$ cat src/rtl/mapu_probe_tracer.sv
// Multi-channel probe tracer: circular capture of NUM_CH x CH_W probes with a
// mask/value trigger, PRE_TRIG pre-trigger samples and valid/ready readout.
module mapu_probe_tracer #(
  parameter int NUM_CH   = 4,
  parameter int CH_W     = 8,
  parameter int DEPTH    = 16,
  parameter int PRE_TRIG = 4
) (
  input  logic                                        clk,
  input  logic                                        reset,
  input  logic                                        arm_i,
  input  logic                                        abort_i,
  input  logic [((NUM_CH > 1) ? $clog2(NUM_CH) : 1)-1:0] trig_ch_sel_i,
  input  logic [CH_W-1:0]                             trig_mask_i,
  input  logic [CH_W-1:0]                             trig_val_i,
  input  logic [NUM_CH*CH_W-1:0]                      probe_i,
  output logic                                        rd_valid_o,
  input  logic                                        rd_ready_i,
  output logic [NUM_CH*CH_W-1:0]                      rd_data_o,
  output logic                                        rd_last_o,
  output logic [1:0]                                  state_o
);

  localparam int SW = (NUM_CH > 1) ? $clog2(NUM_CH) : 1;
  localparam int AW = $clog2(DEPTH);
  localparam int CW = $clog2(DEPTH) + 1;
  localparam logic [CW-1:0] DEPTH_C = CW'(DEPTH);
  localparam logic [CW-1:0] PRE_C   = CW'(PRE_TRIG);
  localparam logic [CW-1:0] POST_C  = CW'(DEPTH - PRE_TRIG - 1);
  localparam logic [CW-1:0] LAST_C  = CW'(DEPTH - 1);

  typedef enum logic [1:0] {
    IDLE  = 2'd0,
    ARMED = 2'd1,
    POST  = 2'd2,
    DONE  = 2'd3
  } state_e;

  state_e                  state_q;
  logic [AW-1:0]           wp_q, rp_q, wp_d;
  logic [CW-1:0]           fill_q, fill_d;
  logic [CW-1:0]           cnt_q;
  logic [NUM_CH*CH_W-1:0]  mem_q [DEPTH];
  logic                    hit;
  logic                    we;

  // Out-of-range channel selects match no channel and so never trigger.
  always_comb begin
    hit = 1'b0;
    for (int k = 0; k < NUM_CH; k++) begin
      if (trig_ch_sel_i == SW'(k) &&
          (((probe_i[k*CH_W +: CH_W] ^ trig_val_i) & trig_mask_i) == '0))
        hit = 1'b1;
    end
  end

  assign wp_d   = wp_q + AW'(1);
  assign fill_d = (fill_q == DEPTH_C) ? fill_q : fill_q + CW'(1);
  assign we     = !abort_i && ((state_q == ARMED && !arm_i) || state_q == POST);

  always_ff @(posedge clk or posedge reset) begin
    if (reset) begin
      state_q <= IDLE;
      wp_q    <= '0;
      rp_q    <= '0;
      fill_q  <= '0;
      cnt_q   <= '0;
    end else if (abort_i) begin
      state_q <= IDLE;
    end else begin
      case (state_q)
        IDLE: begin
          if (arm_i) begin
            state_q <= ARMED;
            wp_q    <= '0;
            fill_q  <= '0;
          end
        end
        ARMED: begin
          if (arm_i) begin
            wp_q   <= '0;
            fill_q <= '0;
          end else begin
            wp_q   <= wp_d;
            fill_q <= fill_d;
            if (hit && fill_q >= PRE_C) begin
              // With no post-trigger samples the readout starts right away.
              if (POST_C == '0) begin
                state_q <= DONE;
                rp_q    <= wp_d;
                cnt_q   <= '0;
              end else begin
                state_q <= POST;
                cnt_q   <= POST_C;
              end
            end
          end
        end
        POST: begin
          wp_q  <= wp_d;
          cnt_q <= cnt_q - CW'(1);
          if (cnt_q == CW'(1)) begin
            state_q <= DONE;
            rp_q    <= wp_d;
            cnt_q   <= '0;
          end
        end
        DONE: begin
          if (rd_ready_i) begin
            rp_q  <= rp_q + AW'(1);
            cnt_q <= cnt_q + CW'(1);
            if (cnt_q == LAST_C) begin
              state_q <= IDLE;
              cnt_q   <= '0;
            end
          end
        end
        default: state_q <= IDLE;
      endcase
    end
  end

  // Trace storage carries data only, so it is left out of reset.
  always_ff @(posedge clk) begin
    if (we) mem_q[wp_q] <= probe_i;
  end

  assign rd_valid_o = (state_q == DONE);
  assign rd_data_o  = rd_valid_o ? mem_q[rp_q] : '0;
  assign rd_last_o  = rd_valid_o && (cnt_q == LAST_C);
  assign state_o    = state_q;

endmodule

$ cat config.mk
export PLATFORM = sky130hd
export DESIGN_NAME = mapu_probe_tracer
export DESIGN_NICKNAME = d
export VERILOG_FILES = /design/src/rtl/mapu_probe_tracer.sv
export SDC_FILE = /design/constraint.sdc
export NUM_CORES = 1
export LEC_CHECK = 0
export CAP_MARGIN = 20
export CORE_AREA = 2 2 144 251
export DETAILED_ROUTE_END_ITERATION = 12
export DIE_AREA = 0 0 146 253
export GPL_TIMING_DRIVEN = 1
export PLACE_DENSITY = 0.88
export SYNTH_ARGS = -nofsm -noshare
export SYNTH_HDL_FRONTEND = slang
export SYNTH_SLANG_ARGS = --single-unit
$ cat constraint.sdc
create_clock -name clk -period 6.3 [get_ports clk]
set_input_delay 0.945 -clock clk [delete_from_list [all_inputs] [get_ports clk]]
set_output_delay 0.945 -clock clk [all_outputs]
set_load 0.005 [all_outputs]
==> results.md <==
- The run finished with clean final reports.
- The area enclosed by the die boundary is 36900 um^2.
- Across the run, the number of max-cap violations was 0.
- The maximum vdd drop is 0.274 mV.
- The number of antenna violations at the first check in global routing is 1.
- Of the available clock period, the critical path in the final layout requires 0.769.
- The H-tree generated during clock tree synthesis spans 2 levels.
- For the final database, setup skew stands at 0.0175 ns.
- By count the netlist is led by edfxtp_1, mux4_2, xor2_1, and2_1, clkbuf_1.
- The post-route non-filler standard cell count is 1587.
- The synthesized area divided by synthesized cell count is 21.9 um^2.
- The detailed-route wire length on metal 1 is 16300 um.
- The sequential share of the synthesized area is 0.744.
- For this design, the CTS-stage hold fixing added 0 buffers.
- The worst endpoint data arrival time is 3.90 ns.
- The launching element type of the critical path is a flip-flop.
- The reg2reg setup slack is 3.17 ns.
- TritonCTS built the clock tree.
- The most used standard cell by instance count after synthesis is edfxtp_1.
- The number of nets in the synthesized netlist is 1045.
- Setup repair after global routing left no endpoint under its margin.
- The number of vias in the routed layout is 10800.
- The die extent in x is 146 um.
- The final-report max-slew violation count is 0.
- The via count of the first global-routing pass is 11400.
- The number of library cell types mapped by synthesis is 49.
- The clock root buffer master is clkbuf_16.
- The cell area after synthesis is 21300 um^2.
- Summed over all nets, wire length on met3 after detailed routing comes to 5080 um.
- The count of nets left with antenna violations after detail routing is 0.
- The first-pass GRT wire length is 73600 um.
- The category of the worst setup path capture point is an output pin.
- The number of placed I/O pins is 91.
- Summed over all layers, the routed wires come to 50900 um.
- The maximum number of pins on one net before global-route repair is 67.
- In the final layout, the share of cells above drive strength 1 is 0.240.
- From bottom edge to top edge, the die measures 253 um.
- The total area inside the core boundary comes to 35100 um^2.
- The summed negative setup slack over all endpoints is 0 ns.
- The max-slew headroom at the worst pin is 0.330.
- The cell accounting for the most synthesized area is edfxtp_1.
- The final global-route overflow total is 0.
- The starting density of the core is 0.608.
- For this run, the top clock speed supported by timing is 206 MHz.
- The clock reaches the later pin of the worst-skew pair after 0.57 ns.
- Once placement finished, the instance area stood at 22900 um^2.
- Dividing the detail-routed wire length by the instance count gives 32.1 um.
- The global-route usage over all layers is 0.280.
- The first TritonRoute pass finished after 7 iterations.
- The portion of synthesized cell area occupied by the leading cell type is 0.721.
- Input and output buffers added on the ports amount to 90.
- Yosys mapped a number of flops with a built-in enable equal to 512.
- The final critical-path required period is 4.85 ns.
- The HPWL after detailed placement is 27500 um.
- The power per standard cell area is 360 nW/um^2.
- After clock tree synthesis, the clock-pin slew on the worst setup and hold paths is 0.07 ns.
- The maximum net fanout on the critical path is 48.
- The transition time at the pin with the least slew margin is 1.01 ns.
- Once the clock tree was built, the resizer swapped 0 gates to a different size.
- At the worst endpoint, the required time is 5.35 ns.
- In the routed layout, each cell is associated on average with a via count of 6.82.
- The routability congestion estimate is 0.865.
- For this run, design rule violations remaining after detail routing come to 0.
- The worst hold path belongs to the class flip-flop to flip-flop.
- The top layer used by detailed routing is met4.
- The finished cells cover 24300 um^2.
- The buffer depth of the longest clock path is 3.
- The count of final hold-check violations came to 0.
- Hold is met by 0.589 ns.
- The setup violation total in the final timing report is 0.
- The leakage dissipation is 0.00774 uW.
- By area the synthesized netlist is led by edfxtp_1, mux4_2, dfrtp_1.
- In this run the post-CTS setup repair buffer count came out at 0.
- The fraction of synthesis flops using an asynchronous set or reset pin is 0.0376.
- The most used flip-flop cell after synthesis is edfxtp_1.
- The critical path class is flip-flop to output pin.
- The number of instances in the synthesized netlist is 975.
- The post-synthesis sequential element count is 532.
- The number of standard-cell rows in the floorplan is 91.
- The number of sinks handled by clock tree synthesis is 532.
- Buffers inserted during clock tree synthesis total 44.
- In this run, the number of DRC markers left after iteration 0 of detailed routing was 1454.
- The net count of the finished layout is 1159.
- The routed length on met2 is 26100 um.
- Yosys printed 0 warnings.
- The number of placed instances, taps included, is 1507.
- From synthesis to final layout, the design area changed by 14.1%.
[per-layer routing]
layer  GRT usage  vias up
li1            -     4294
met1       0.343     5512
met2       0.473      798
met3      0.0497      217
met4       0.162        0
met5           0        -
[stage by stage]
stage / worst slack (ns) / power (uW) / util
6_report: 1.45 / 8750 / 0.694
5_1_grt: 1.27 / 8980 / 0.694
4_1_cts: 1.39 / 8760 / 0.693
3_5_place_dp: 2.05 / 6160 / 0.654
3_3_place_gp: 2.06 / 6120 / 0.654
2_1_floorplan: 2.19 / 5580 / -
[cells by family after synthesis]
group / synth area share
simple gates: 0.0270
buf+inv: 0.0113
compound gates: 0.0197
xor+xnor: 0.0156
flops: 0.744
fa+ha+maj: 0.00880
mux: 0.173
[power by group]
group	internal (uW)	switching [uW]	leakage (uW)
logic	1070	825	0.00223
clock network	1420	1200	0.000654
registers	3960	266	0.00486
total	6450	2290	0.00774
[flip-flops by register name (all words and copies together) (netlist names)]
register  cells
state_o       2
fill_q        5
rp_q          4
wp_q          4
cnt_q         5
mem_q       512
[worst max-delay path, cell delays in order (launching register included)]
cell	delay [ns]
dfrtp_4	1.09
buf_4	0.48
mux4_2	0.57
mux4_2	0.53
and2_1	0.19
clkdlybuf4s50_1	0.46
[path summary, 6_finish.rpt]
| check | from | cells past startpoint | endpoint |
|---|---|---|---|
| max reg2reg | state_o[0] | 7 | mem_q[12][16] |
| min | wp_q[0] | 1 | wp_q[0] |
| min in group asynchronous | reset | 2 | cnt_q[4] |
| max | rp_q[0] | 5 | rd_data_o[22] |
| min reg2reg | wp_q[0] | 1 | wp_q[0] |
| max in group asynchronous | reset | 2 | rp_q[0] |
[layout by cell type (no fill, tap or decap), types with 3 or more instances in the layout]
cell and count:
a211oi_1 3, a21oi_1 11, a221oi_1 5, a222oi_1 4
a22o_1 4, and2_1 33, buf_12 4, buf_4 19
clkbuf_1 12, clkbuf_16 46, clkdlybuf4s50_1 90, clkinv_1 9
clkinv_2 5, dfrtp_1 16, edfxtp_1 512, ha_1 14
inv_1 14, mux2i_1 7, mux4_2 160, nand2_1 13
nand2b_1 9, nand3_1 9, nand4_1 3, nor2_1 10
nor2_4 12, nor2b_1 3, nor3_1 3, nor3_2 4
o21ai_0 9, o21ai_1 3, xor2_1 37
[cell type report]
cell class | instances | area, um^2
clock buffer | 58 | 1200
sequential | 532 | 15900
tap | 465 | 582
timing repair buffer | 113 | 1120
clock inverter | 20 | 159
fill | 2049 | 10700
inverter | 14 | 52.6
antenna | 1 | 2.50
multi-input combinational | 384 | 5330
Power figures use the tool's default switching activity.
